## src/rtl/l2_ddr_line_mover.sv

```systemverilog
// l2_ddr_line_mover
// DDR-side line engine for the L2 cache. It refills L2 from DDR in bursts
// of BURST_LINES 128-bit lines when the L1-facing unread level runs low.
// On a flush request it reads a burst of lines out of L2 and writes them
// back to DDR at the current window base.
//
// Ports
//   clk_166M66, mcu_sys_rst_n         clock, asynchronous active-low reset
//   i_start / i_start_line            load fetch pointer and window base (IDLE only)
//   i_fill_enable, i_l2_unread_size   automatic refill permission and L2 level
//   i_flush_req / o_flush_done        write-back request pulse / completion pulse
//   i_l1ddr_rw_confilicts             L2 port-B forbidden this cycle
//   i_ddr_base_addr_inc/_dec          L2 window-move pulses
//   o_ddr_operate_enable, o_ddr_rw,   L2 port-B: enable, 1 = write into L2,
//   o_ddr_data_bus, i_ddr_data_bus      write data, read data (1 cycle latency)
//   o_app_cmd_*, i_app_cmd_ready      DDR command handshake (rd=1 read burst)
//   i_app_rd_valid / i_app_rd_data    DDR read beats (cannot be stalled)
//   o_app_wr_*, i_app_wr_ready        DDR write beats
//   o_busy, o_window_base             status
module l2_ddr_line_mover #(
   parameter int          BURST_LINES      = 8,
   parameter logic [11:0] REFILL_THRESHOLD = 12'd256
) (
   input  logic         clk_166M66,
   input  logic         mcu_sys_rst_n,
   input  logic         i_start,
   input  logic [23:0]  i_start_line,
   input  logic         i_fill_enable,
   input  logic         i_flush_req,
   input  logic [11:0]  i_l2_unread_size,
   input  logic         i_l1ddr_rw_confilicts,
   input  logic         i_ddr_base_addr_inc,
   input  logic         i_ddr_base_addr_dec,
   output logic         o_ddr_operate_enable,
   output logic         o_ddr_rw,
   output logic [127:0] o_ddr_data_bus,
   input  logic [127:0] i_ddr_data_bus,
   output logic         o_app_cmd_valid,
   input  logic         i_app_cmd_ready,
   output logic         o_app_cmd_rd,
   output logic [27:0]  o_app_addr,
   input  logic         i_app_rd_valid,
   input  logic [127:0] i_app_rd_data,
   output logic         o_app_wr_valid,
   input  logic         i_app_wr_ready,
   output logic [127:0] o_app_wr_data,
   output logic         o_busy,
   output logic         o_flush_done,
   output logic [23:0]  o_window_base
);

   localparam int               IDX_W      = $clog2(BURST_LINES);
   localparam int               CNT_W      = IDX_W + 1;
   localparam logic [CNT_W-1:0] BURST_CNT  = CNT_W'(BURST_LINES);
   localparam logic [CNT_W-1:0] CNT_ONE    = CNT_W'(1);
   localparam logic [IDX_W-1:0] IDX_ONE    = IDX_W'(1);
   localparam logic [23:0]      BURST_STEP = 24'(BURST_LINES);

   typedef enum logic [2:0] {
      IDLE    = 3'd0,
      RF_CMD  = 3'd1,
      RF_DATA = 3'd2,
      FL_RD   = 3'd3,
      FL_CMD  = 3'd4,
      FL_DATA = 3'd5
   } state_t;

   state_t             state_q, state_d;
   logic [23:0]        fp_q, fp_d;
   logic [23:0]        wb_q, wb_d;
   logic [127:0]       buf_q [BURST_LINES];
   logic [IDX_W-1:0]   wr_idx_q, wr_idx_d;
   logic [IDX_W-1:0]   rd_idx_q, rd_idx_d;
   logic [CNT_W-1:0]   count_q, count_d;
   logic [CNT_W-1:0]   beat_q, beat_d;
   logic               flush_pending_q, flush_pending_d;
   logic               rd_pend_q, rd_pend_d;
   logic               cmd_valid_q, cmd_valid_d;
   logic               cmd_rd_q, cmd_rd_d;
   logic [27:0]        addr_q, addr_d;
   logic               flush_done_q, flush_done_d;

   logic               push_s;
   logic               pop_s;
   logic [127:0]       push_data_s;
   logic               l2_en_s;
   logic               l2_rw_s;
   logic [127:0]       l2_data_s;
   logic               wr_valid_s;
   logic               buf_empty_s;

   assign buf_empty_s = (count_q == {CNT_W{1'b0}});

   // Next-state, pointer, buffer-index and port-B/DDR strobe computation.
   always_comb begin
      state_d         = state_q;
      fp_d            = fp_q;
      wb_d            = wb_q;
      beat_d          = beat_q;
      flush_pending_d = flush_pending_q;
      rd_pend_d       = 1'b0;
      flush_done_d    = 1'b0;
      push_s          = 1'b0;
      pop_s           = 1'b0;
      push_data_s     = 128'd0;
      l2_en_s         = 1'b0;
      l2_rw_s         = 1'b0;
      l2_data_s       = 128'd0;
      wr_valid_s      = 1'b0;

      // Window moves apply in every state; simultaneous inc and dec cancel.
      if (i_ddr_base_addr_inc && !i_ddr_base_addr_dec) begin
         wb_d = wb_q + BURST_STEP;
      end else if (i_ddr_base_addr_dec && !i_ddr_base_addr_inc) begin
         wb_d = wb_q - BURST_STEP;
      end else begin
         wb_d = wb_q;
      end

      if (i_flush_req) begin
         flush_pending_d = 1'b1;
      end else begin
         flush_pending_d = flush_pending_q;
      end

      case (state_q)
         IDLE: begin
            if (i_start) begin
               fp_d = i_start_line;
               wb_d = i_start_line;
            end else begin
               fp_d = fp_q;
            end
            if (flush_pending_q) begin
               state_d         = FL_RD;
               flush_pending_d = 1'b0;
               beat_d          = {CNT_W{1'b0}};
            end else if (i_fill_enable && (i_l2_unread_size < REFILL_THRESHOLD)
                         && !i_l1ddr_rw_confilicts) begin
               state_d = RF_CMD;
            end else begin
               state_d = IDLE;
            end
         end

         RF_CMD: begin
            if (i_app_cmd_ready) begin
               fp_d    = fp_q + BURST_STEP;
               beat_d  = {CNT_W{1'b0}};
               state_d = RF_DATA;
            end else begin
               state_d = RF_CMD;
            end
         end

         RF_DATA: begin
            // Depth equals burst length, so a full burst always fits.
            if (i_app_rd_valid && (beat_q != BURST_CNT)) begin
               push_s      = 1'b1;
               push_data_s = i_app_rd_data;
               beat_d      = beat_q + CNT_ONE;
            end else begin
               push_s = 1'b0;
            end
            if (!buf_empty_s && !i_l1ddr_rw_confilicts) begin
               pop_s     = 1'b1;
               l2_en_s   = 1'b1;
               l2_rw_s   = 1'b1;
               l2_data_s = buf_q[rd_idx_q];
            end else begin
               pop_s = 1'b0;
            end
            // Buffer becomes empty exactly when nothing is pushed and the
            // only remaining line (if any) is popped this cycle.
            if ((beat_d == BURST_CNT) && !push_s && (count_q == CNT_W'(pop_s))) begin
               state_d = IDLE;
            end else begin
               state_d = RF_DATA;
            end
         end

         FL_RD: begin
            if ((beat_q != BURST_CNT) && !i_l1ddr_rw_confilicts) begin
               l2_en_s   = 1'b1;
               l2_rw_s   = 1'b0;
               rd_pend_d = 1'b1;
               beat_d    = beat_q + CNT_ONE;
            end else begin
               rd_pend_d = 1'b0;
            end
            // L2 read data arrives the cycle after each issued read.
            if (rd_pend_q) begin
               push_s      = 1'b1;
               push_data_s = i_ddr_data_bus;
            end else begin
               push_s = 1'b0;
            end
            if (rd_pend_q && (count_q == (BURST_CNT - CNT_ONE))) begin
               state_d = FL_CMD;
            end else begin
               state_d = FL_RD;
            end
         end

         FL_CMD: begin
            if (i_app_cmd_ready) begin
               state_d = FL_DATA;
            end else begin
               state_d = FL_CMD;
            end
         end

         FL_DATA: begin
            wr_valid_s = !buf_empty_s;
            if (wr_valid_s && i_app_wr_ready) begin
               pop_s = 1'b1;
            end else begin
               pop_s = 1'b0;
            end
            if (pop_s && (count_q == CNT_ONE)) begin
               state_d      = IDLE;
               flush_done_d = 1'b1;
            end else begin
               state_d = FL_DATA;
            end
         end

         default: begin
            state_d = IDLE;
         end
      endcase
   end

   // Buffer indices and occupancy follow the push/pop strobes.
   always_comb begin
      wr_idx_d = push_s ? (wr_idx_q + IDX_ONE) : wr_idx_q;
      rd_idx_d = pop_s  ? (rd_idx_q + IDX_ONE) : rd_idx_q;
      count_d  = count_q + CNT_W'(push_s) - CNT_W'(pop_s);
   end

   // Command outputs are registered; the address is latched on entry so a
   // window move during the handshake cannot disturb it.
   always_comb begin
      if (state_d == RF_CMD) begin
         cmd_valid_d = 1'b1;
         cmd_rd_d    = 1'b1;
         addr_d      = {fp_d, 4'b0000};
      end else if (state_d == FL_CMD) begin
         cmd_valid_d = 1'b1;
         cmd_rd_d    = 1'b0;
         addr_d      = (state_q == FL_CMD) ? addr_q : {wb_d, 4'b0000};
      end else begin
         cmd_valid_d = 1'b0;
         cmd_rd_d    = 1'b0;
         addr_d      = 28'd0;
      end
   end

   // Control and pointer registers.
   always_ff @(posedge clk_166M66 or negedge mcu_sys_rst_n) begin
      if (!mcu_sys_rst_n) begin
         state_q         <= IDLE;
         fp_q            <= 24'd0;
         wb_q            <= 24'd0;
         wr_idx_q        <= {IDX_W{1'b0}};
         rd_idx_q        <= {IDX_W{1'b0}};
         count_q         <= {CNT_W{1'b0}};
         beat_q          <= {CNT_W{1'b0}};
         flush_pending_q <= 1'b0;
         rd_pend_q       <= 1'b0;
         cmd_valid_q     <= 1'b0;
         cmd_rd_q        <= 1'b0;
         addr_q          <= 28'd0;
         flush_done_q    <= 1'b0;
      end else begin
         state_q         <= state_d;
         fp_q            <= fp_d;
         wb_q            <= wb_d;
         wr_idx_q        <= wr_idx_d;
         rd_idx_q        <= rd_idx_d;
         count_q         <= count_d;
         beat_q          <= beat_d;
         flush_pending_q <= flush_pending_d;
         rd_pend_q       <= rd_pend_d;
         cmd_valid_q     <= cmd_valid_d;
         cmd_rd_q        <= cmd_rd_d;
         addr_q          <= addr_d;
         flush_done_q    <= flush_done_d;
      end
   end

   // Line buffer storage; emptiness is tracked by count_q, so no reset.
   always_ff @(posedge clk_166M66) begin
      if (push_s) begin
         buf_q[wr_idx_q] <= push_data_s;
      end
   end

   // Port-B strobes stay combinational so a conflict blocks them in the
   // same cycle it is raised.
   assign o_ddr_operate_enable = l2_en_s;
   assign o_ddr_rw             = l2_rw_s;
   assign o_ddr_data_bus       = l2_data_s;
   assign o_app_wr_valid       = wr_valid_s;
   assign o_app_wr_data        = wr_valid_s ? buf_q[rd_idx_q] : 128'd0;
   assign o_app_cmd_valid      = cmd_valid_q;
   assign o_app_cmd_rd         = cmd_rd_q;
   assign o_app_addr           = addr_q;
   assign o_busy               = (state_q != IDLE);
   assign o_flush_done         = flush_done_q;
   assign o_window_base        = wb_q;

endmodule
```

## config.mk

```make
export PLATFORM = sky130hd
export DESIGN_NAME = l2_ddr_line_mover
export DESIGN_NICKNAME = d
export VERILOG_FILES = /design/src/rtl/l2_ddr_line_mover.sv
export SDC_FILE = /design/constraint.sdc
export NUM_CORES = 1
export LEC_CHECK = 0
export BUFFER_PORTS_ARGS = -buffer_cell sky130_fd_sc_hd__buf_2
export CAP_MARGIN = 20
export CORE_MARGIN = 4
export CORE_UTILIZATION = 43
export DETAILED_ROUTE_END_ITERATION = 12
export SETUP_SLACK_MARGIN = 0.4
export SLEW_MARGIN = 25
export SYNTH_ARGS = -nofsm -noshare
export SYNTH_HDL_FRONTEND = slang
export SYNTH_SLANG_ARGS = --single-unit
```

## constraint.sdc

```tcl
create_clock -name clk_166M66 -period 26.9 [get_ports clk_166M66]
set_input_delay 5.38 -clock clk_166M66 [delete_from_list [all_inputs] [get_ports clk_166M66]]
set_output_delay 5.38 -clock clk_166M66 [all_outputs]
set_load 0.02 [all_outputs]
```

# After elaboration in Yosys (flattened, before gate mapping)
# Memory sizes are Yosys's and may differ from the RTL's.
# Index checks and enable logic that the tools add are counted.
[word_totals]
output_inout_bits = 315
ff_bits = 98
in_bits = 303
ramBits = 1024
mem_count = 1
wordCells = 115
[memory_table]
columns = ["memory", "depth", "width", "read_ports", "rd_clocked_by_memory_dff", "write_ports", "line", "text"]
rows = [
  ["buf_q", 8, 128, 1, 0, 1, "71", "logic [127:0] buf_q [BURST_LINES];"],
]
[op_classes]
magnitude_cmp = 1
eq_ne = 16
n_addsub = 8
n_reduce_logical = 22
n_mux = 54
[op_table]
columns = ["op", "n"]
rows = [
  ["two-way mux 128 bit", 5],
  ["one-hot mux 128 bit (2 select lines)", 1],
  ["two-way mux 24 bit", 6],
  ["two-way mux 28 bit", 3],
  ["adder 24 x 4 -> 24 bit (second input constant)", 2],
  ["one-hot mux 24 bit (2 select lines)", 1],
  ["subtractor 24 x 4 -> 24 bit (second input constant)", 1],
  ["two-way mux 1 bit", 23],
  ["two-way mux 4 bit", 5],
  ["one-hot mux 3 bit (6 select lines)", 1],
  ["one-hot mux 4 bit (4 select lines)", 1],
  ["logical AND 1 bit", 12],
  ["< comparator 12 x 9 -> 1 bit (second input constant)", 1],
  ["equality test 3 bit (second input constant)", 3],
  ["adder 3 x 1 -> 3 bit (second input constant)", 2],
  ["equality test 3 x 1 -> 1 bit (second input constant)", 2],
  ["equality test 3 x 2 -> 1 bit (second input constant)", 2],
  ["two-way mux 2 bit", 3],
  ["two-way mux 3 bit", 2],
  ["!= test 2 bit (second input constant)", 3],
  ["one-hot mux 1 bit (2 select lines)", 3],
  ["logical NOT 1 bit", 5],
  ["adder 4 x 1 -> 4 bit", 1],
  ["adder 4 x 1 -> 4 bit (second input constant)", 1],
  ["12 further kinds", 12],
]

# Longest topological paths before layout
# Gate-level depths: netlist of the first run.
[depth]
depth_word = 12
ltp_mapped = 13
depth_no_buf = 12

# Least setup slack after synthesis of the first run
# No wires, ideal clock.
[synth_path]
kind = "input to register"
start = "input i_app_rd_valid"
end = "memory buf_q[0][0], enable pin"
setup_slack_ns = 11.294
path_buffers = 0
arrival_time_ns = 14.834
setup_ns = 0.772
t_required_ns = 26.128
cell_stages = 5
cell_sequence = "nand2_1 -> nor3_1 -> nor2_1 -> or2_2 -> nor3_1"
[synth_via]
elab_chain_cells = 6
[synth_lines]
columns = ["element", "line", "text"]
rows = [
  ["start, declared", "42", "input logic i_app_rd_valid,"],
  ["logical AND 1 bit", "158", "if (i_app_rd_valid && (beat_q != BURST_CNT)) begin"],
  ["two-way mux 1 bit", "158", ""],
  ["two-way mux 1 bit", "126", "case (state_q)"],
  ["one-hot mux 1 bit (2 select lines)", "126", ""],
  ["two-way mux 1 bit", "294", "if (push_s) begin"],
  ["two-way mux 1 bit (implied by the code)", "295", "buf_q[wr_idx_q] <= push_data_s;"],
  ["end, declared", "71", ""],
]
# No other way between the ends. The select of a mux whose other input is x is not followed.

# Worst setup path after layout of the first run
[layout_path]
start = "input i_l1ddr_rw_confilicts"
end = "output o_ddr_data_bus[71]"
[layout_via]
elab_chain_cells = 4
[layout_lines]
columns = ["element", "line", "text"]
rows = [
  ["start, declared", "31", "input logic i_l1ddr_rw_confilicts,"],
  ["logical NOT 1 bit", "165", "if (!buf_empty_s && !i_l1ddr_rw_confilicts) begin"],
  ["logical AND 1 bit", "165", ""],
  ["two-way mux 128 bit", "165", ""],
  ["two-way mux 128 bit", "126", ""],
  ["end, declared", "36", "output logic [127:0] o_ddr_data_bus,"],
]
# No other way between the ends.

==> results.txt, run 1 <==
skew final - 0.0277 ns
Max Fanout on Critical Path - 87
Clock Path Buffers - 3
Iter 0 DRT Violations - 1844
die area - 112000 sq um
Crit path max-delay family - simple AND/OR/NAND/NOR gates
Sw Ratio - 33.1%
number of synthesized flops with an enable pin - 1024
CTS sink cnt - 1118
Worst Path Buf+Inv - 3
num rows - 119
startpoint types - input port
first-pass GRT wire length - 174 mm
setup_tns - 0 ns
Crit path top cell by count - buf_2
critical path class - in2out
dpl cell area - 50600 sq um
critical-path cell list - buf_2, or4_4, buf_6, nor2_1, buf_2
root buffer cell - clkbuf_16
Hold Fails Final Rpt - 0
Max Cap Viol - 0
Logic pwr share - 31.8%
Flop pwr share - 41.3%
FMAX - 79.2 MHz
Reg-to-Reg Start - state_q[1]
# hold bufs at CTS - 0
clock-pin slew on the worst setup and hold paths - 0.06 ns
share of layout cells above drive strength 1 - 33.8%
HP Start - fp_q[2]
dpl hpwl - 72.5 mm
Hold Crit Endpoint - fp_q[2]
Worst Hold Class - reg2reg
io pins - 618
DRT Pass-1 Iters - 5
crit path capture type - output pin
largest net degree at the start of global routing - 88
CP Data Required Time - 21.52 ns
Distinct cells, synth - 75
vias - 26300
Slew headroom - 32.4%
All-Layer GR Usage - 20.6%
post-synthesis cell count - 2583
Worst Tran Pin Value - 0.986 ns
internal power - 3.86 mW
IO buf count - 605
Worst Hold Depth - 2
post-CTS setup buffers - 0
Sw Pwr - 1.91 mW
initial antenna violation count - 3
met3 Use GR - 3.19%
vias per inst - 5.64
Power Total - 5.77 mW
Area Growth Syn to Fin - 18.0%
die width - 335 um
Setup WS post-layout - 14.27 ns
CP startpoint - i_l1ddr_rw_confilicts
yosys warns - 0
Reg2Reg Setup Slack - 21.49 ns
met1 Use GR - 27.0%
GR peak layer - met2
fin area - 54400 sq um
number of synthesized register bits - 1118
fillcell total - 8626
CTS tree - built
total clock buffers created by CTS - 113
pwr dens - 106 nW/um^2
slowest stage delay, CP - 0.77 ns
post-cts sizing count - 0
status - completed
met2 usage - 36.3%
Post-route DRC - 0
Final Setup Violations - 0
total core area - 106000 sq um
vias in the first global route - 27400
gp weighted congestion - 0.862
Avg Inst Size Synth - 17.8 sq um
Tcrit/Tclk final - 46.9%
CP max-delay cell - or4_4
Reg2Reg Depth - 7
clock share of power - 26.8%
Clock Latency Late Sink - 0.67 ns
drt total wl - 118 mm
H-Tree Depth - 3
post-synthesis async set-or-reset flop share - 8.41%
P_leak - 19.9 nW
reg2reg end - buf_q[5][24]
RSZ-0062 raised after global routing - no
sequential share of the synthesized area - 71.9%
pre-CTS setup slack - 14.14 ns
synthesized cell area - 46100 sq um
Post-synth top flop - edfxtp_1
die height - 335 um
Starting Density - 43.5%
Nets - 3499
Routed Antenna Nets - 0
Avg WL per Cell - 25.3 um
gr ovfl total - 0
crit path DAT - 7.25 ns
max-slew violations - 0
VDD IR max - 0.0572 mV
shortest period the worst path allows - 12.63 ns
==> cell type report <==
cell class,instances,area (sq um),area share (%)
Antenna cell,1,2.50,0.00460
Clock buffer,133,2920,5.38
Clock inverter,71,739,1.36
Inverter,30,113,0.207
Multi-Input combinational cell,1263,12200,22.5
Sequential cell,1118,33100,60.9
Tap cell,1391,1740,3.20
Timing Repair Buffer,656,3480,6.40
==> synthesized netlist by cell type, drive strengths merged, types with 9 or more instances <==
| library cell | count | area share, % |
|---|---|---|
| a21oi | 33 | 0.36 |
| a221o | 10 | 0.22 |
| a221oi | 9 | 0.17 |
| a22o | 130 | 2.5 |
| and3 | 11 | 0.15 |
| buf | 56 | 0.58 |
| clkbuf | 119 | 0.97 |
| dfrtp | 94 | 5.1 |
| edfxtp | 1024 | 67 |
| ha | 13 | 0.35 |
| inv | 30 | 0.24 |
| mux2i | 132 | 2.9 |
| mux4 | 256 | 13 |
| nand2 | 71 | 0.58 |
| nand3 | 24 | 0.26 |
| nand4 | 11 | 0.15 |
| nor2 | 332 | 2.7 |
| nor3 | 25 | 0.27 |
| nor4 | 13 | 0.19 |
| o21ai | 32 | 0.36 |
| o22ai | 11 | 0.15 |
| xnor2 | 15 | 0.29 |
| xor2 | 10 | 0.19 |
==> logic make-up after synthesis <==
kind of cell | count (synthesis) | synth area share (%)
flops | 1118 | 71.9
fa+ha+maj | 14 | 0.397
compound gates | 288 | 4.84
simple gates | 542 | 5.18
xor+xnor | 25 | 0.475
other cells | 1 | 0.00814
mux | 390 | 15.4
buf+inv | 205 | 1.80
==> power by group through the flow <==
stage / Clock [mW] / Combinational, mW / Sequential, mW
after CTS: 1.59 / 1.86 / 2.40
after floorplan: 0 / 1.27 / 2.39
after global placement: 0 / 1.81 / 2.42
after global routing: 1.67 / 1.98 / 2.41
final: 1.55 / 1.84 / 2.38
after detailed placement: 0 / 1.85 / 2.43
==> state kept, by name (all words and copies together), names as in the netlist <==
signal and count:
o_app_addr 24, wr_idx_q 3, state_q 3, count_q 4, o_app_cmd_valid 1, rd_idx_q 3
o_flush_done 1, flush_pending_q 1, buf_q 1024, o_window_base 24, beat_q 4, o_app_cmd_rd 1
rd_pend_q 1, fp_q 24
==> per-layer routing <==
| layer | up-vias | part of all wire (%) | wire length, um |
|---|---|---|---|
| li1 | 11600 | - | - |
| met2 | 812 | 52 | 61200 |
| met3 | 153 | 5.3 | 6210 |
| met1 | 13800 | 41 | 48400 |
| met4 | 4 | 1.9 | 2200 |
| met5 | - | 0.022 | 26 |
==> cells in the final DEF (no fill, tap or decap), drive strengths merged, types with 7 or more instances in the layout <==
| cell type | netlist | routed |
|---|---|---|
| bufinv | 0 | 14 |
| mux2i | 132 | 132 |
| a221o | 10 | 10 |
| ha | 13 | 13 |
| clkbuf | 119 | 133 |
| a221oi | 9 | 9 |
| o21a | 7 | 7 |
| xor2 | 10 | 10 |
| nor2b | 7 | 7 |
| nor2 | 332 | 332 |
| or3 | 7 | 7 |
| nand4 | 11 | 11 |
| o21ai | 32 | 32 |
| a22o | 130 | 130 |
| nand2 | 71 | 71 |
| nor3 | 25 | 25 |
| buf | 56 | 656 |
| clkinv | 0 | 45 |
| nor4 | 13 | 13 |
| edfxtp | 1024 | 1024 |
| o22ai | 11 | 11 |
| a21oi | 33 | 33 |
| nand3 | 24 | 24 |
| mux4 | 256 | 256 |
| and3 | 11 | 11 |
| inv | 30 | 36 |
| xnor2 | 15 | 15 |
| dfrtp | 94 | 94 |
==> worst max path at each step <==
| stage | end | slack, ns | cells after the start |
|---|---|---|---|
| 5_1_grt | o_ddr_data_bus[81] | 14.20 | 5 |
| 6_report | o_ddr_data_bus[71] | 14.27 | 5 |
| 4_1_cts | o_ddr_operate_enable | 14.14 | 5 |
| 3_5_place_dp | o_ddr_operate_enable | 14.14 | 5 |
| 3_3_place_gp | o_ddr_operate_enable | 14.21 | 5 |
| 2_1_floorplan | buf_q[0][0] | 11.29 | 5 |
==> tightest hold or removal path, stage by stage, from the launching register on <==
cell and delay [ns]:
dfrtp_1 0.32, nand2_1 0.05, nand2_1 0.08
==> per-stage QoR <==
step	hold WS [ns]	instances	util (%)
floorplan	0.441	2586	-
global placement	0.455	4454	47.8
finish	0.483	4663	51.3
global route	0.497	4663	51.3
CTS	0.481	4660	51.3
detailed placement	0.467	4456	47.8
Note: power is estimated with default switching activity, not from simulation.
==> run 2: changes to the inputs <==
==> constraint.sdc (replaced) <==
create_clock -name clk_166M66 -period 11.1 [get_ports clk_166M66]
set_input_delay 2.22 -clock clk_166M66 [delete_from_list [all_inputs] [get_ports clk_166M66]]
set_output_delay 2.22 -clock clk_166M66 [all_outputs]
set_load 0.02 [all_outputs]
==> results.txt, run 2 (synthesis gave the netlist of run 1 again) <==
FF+latch area - 33100 sq um (unchanged)
gp weighted congestion - 0.880 (was 0.862)
critical-path cell list - buf_2, or4_4, buf_4, inv_1, buf_2 (was buf_2, or4_4, buf_6, nor2_1, buf_2)
Crit path max-delay family - buffers and inverters (was simple AND/OR/NAND/NOR gates)
Slew headroom - 27.8% (was 32.4%)
Nets - 3481 (was 3499)
Routed Antenna Nets - 0 (unchanged)
die width - 335 um (unchanged)
io pins - 618 (unchanged)
P_leak - 19.9 nW (about the same)
HP Start - fp_q[2] (unchanged)
first-pass GRT wire length - 172 mm (was 174 mm)
Area Growth Syn to Fin - 18.2% (was 18.0%)
most common cell after layout, fill and taps aside - edfxtp_1 (unchanged)
max-slew violations - 0 (unchanged)
multi-input logic area - 12300 sq um (was 12200 sq um)
post-cts sizing count - 0 (unchanged)
Power Total - 14.0 mW (was 5.77 mW)
crit path DAT - 4.27 ns (was 7.25 ns)
max reg flops - 1024 (unchanged)
num rows - 119 (unchanged)
Clock Path Buffers - 3 (unchanged)
startpoint types - input port (unchanged)
post-CTS setup buffers - 0 (unchanged)
vias - 26200 (was 26300)
status - completed (unchanged)
Final Setup Violations - 0 (unchanged)
Final Non-Filler Cells - 4657 (was 4663)
Max Fanout on Critical Path - 70 (was 87)
Reg-to-Reg Start - state_q[1] (unchanged)
critical path class - in2out (unchanged)
Worst Tran Pin Value - 1.08 ns (was 0.986 ns)
Avg WL per Cell - 25.0 um (was 25.3 um)
Crit path top cell by count - buf_2 (unchanged)
most frequent cells in the layout - 1024 x edfxtp_1, 604 x buf_2, 326 x nor2_1 (unchanged)
die height - 335 um (unchanged)
root buffer cell - clkbuf_16 (unchanged)
CP max-delay cell - buf_4 (was or4_4)
vias in the first global route - 27100 (was 27400)
slowest stage delay, CP - 0.77 ns (about the same)
total core area - 106000 sq um (unchanged)
shortest period the worst path allows - 6.49 ns
crit path capture type - output pin (unchanged)
total clock buffers created by CTS - 114 (was 113)
Starting Density - 43.5% (unchanged)
Worst Path Buf+Inv - 4 (was 3)
CTS tree - built (unchanged)
dpl hpwl - 69.4 mm (was 72.5 mm)
Top reg by flops - buf_q (unchanged)
FMAX - 154 MHz
gr ovfl total - 0 (unchanged)
Post-route DRC - 0 (unchanged)
VDD IR max - 0.167 mV (was 0.0572 mV)
Iter 0 DRT Violations - 1866 (was 1844)
fillcell total - 8597 (was 8626)
drt total wl - 117 mm (was 118 mm)
Max Cap Viol - 0 (unchanged)
vias per inst - 5.62 (was 5.64)
CP startpoint - i_l1ddr_rw_confilicts (unchanged)
RSZ-0062 raised after global routing - no (unchanged)
die area - 112000 sq um (unchanged)
Worst Hold Class - reg2reg (unchanged)
largest net degree at the start of global routing - 131 (was 88)
pwr dens - 258 nW/um^2 (was 106 nW/um^2)
share of layout cells above drive strength 1 - 33.7% (was 33.8%)
Tcrit/Tclk final - 58.5%
setup_tns - 0 ns (unchanged)
All-Layer GR Usage - 20.4% (was 20.6%)
clock-pin slew on the worst setup and hold paths - 0.06 ns (about the same)
skew final - 0.0184 ns (was 0.0277 ns)
# hold bufs at CTS - 0 (unchanged)
Clock Latency Late Sink - 0.69 ns (was 0.67 ns)
CTS sink cnt - 1118 (unchanged)
CP Data Required Time - 8.88 ns (was 21.52 ns)
IO buf count - 605 (unchanged)
placed cells - 4438 (was 4456)
initial antenna violation count - 4 (was 3)
DRT Pass-1 Iters - 5 (unchanged)
Hold Fails Final Rpt - 0 (unchanged)
H-Tree Depth - 3 (unchanged)
[run 2: cell count changes in the layout (fill, tap and decap cells not counted), moves of 3 or more]
cell / change
clkbuf_8: +4
clkinv_2: +5
clkbuf_16: +3
diode_2: +3
buf_12: +8
buf_4: -24
clkinv_1: -3
[run 2: cell type report]
class                           count  area share, %
Timing Repair Buffer              637           6.25
Clock buffer                      142           5.62
Sequential cell                  1118           60.8
Tap cell                         1391           3.20
Clock inverter                     72           1.39
Inverter                           30          0.207
Antenna cell                        4         0.0184
Multi-Input combinational cell   1263           22.5
[run 2: worst paths after layout]
check | slack [ns] | cells after the start | to
max | 4.61 | 5 | o_ddr_rw
min | 0.48 | 2 | fp_q[2]
min in group asynchronous | 1.45 | 1 | beat_q[3]
min reg2reg | 0.48 | 2 | fp_q[2]
max in group asynchronous | 8.39 | 2 | fp_q[20]
max reg2reg | 5.78 | 8 | buf_q[2][51]
[run 2: power breakdown]
group          total [mW]  switching [mW]  internal (mW)
sequential           5.81           0.408           5.40
clock                3.83            1.55           2.28
combinational        4.40            2.66           1.74
[run 2: per-layer routing]
metal	track usage, %	share of wire [%]	vias up
met5	0	0.019	-
met4	5.02	1.8	4
met3	2.59	5.0	140
met2	35.8	51	810
met1	27.2	42	13700
li1	-	-	11500
[run 2: worst reg2reg max path, stage by stage, from the launching register on]
cell and delay [ns]:
dfrtp_1 0.70, nand2b_1 0.29, nor3_2 0.84, buf_4 0.73, nor2_1 0.31, or2_2 0.46, nor2_4 0.12, buf_4 0.65
buf_4 0.81
[run 2: metrics by stage]
stage               hold WS [ns]  instance area [sq um]  util (%)  worst slack, ns
finish                     0.484                  54500      51.4             4.61
global placement           0.453                  50600      47.8             4.47
detailed placement         0.460                  50600      47.8             4.35
global route               0.497                  54400      51.4             4.47
floorplan                  0.441                  46100         -             2.10
CTS                        0.475                  54400      51.4             4.56
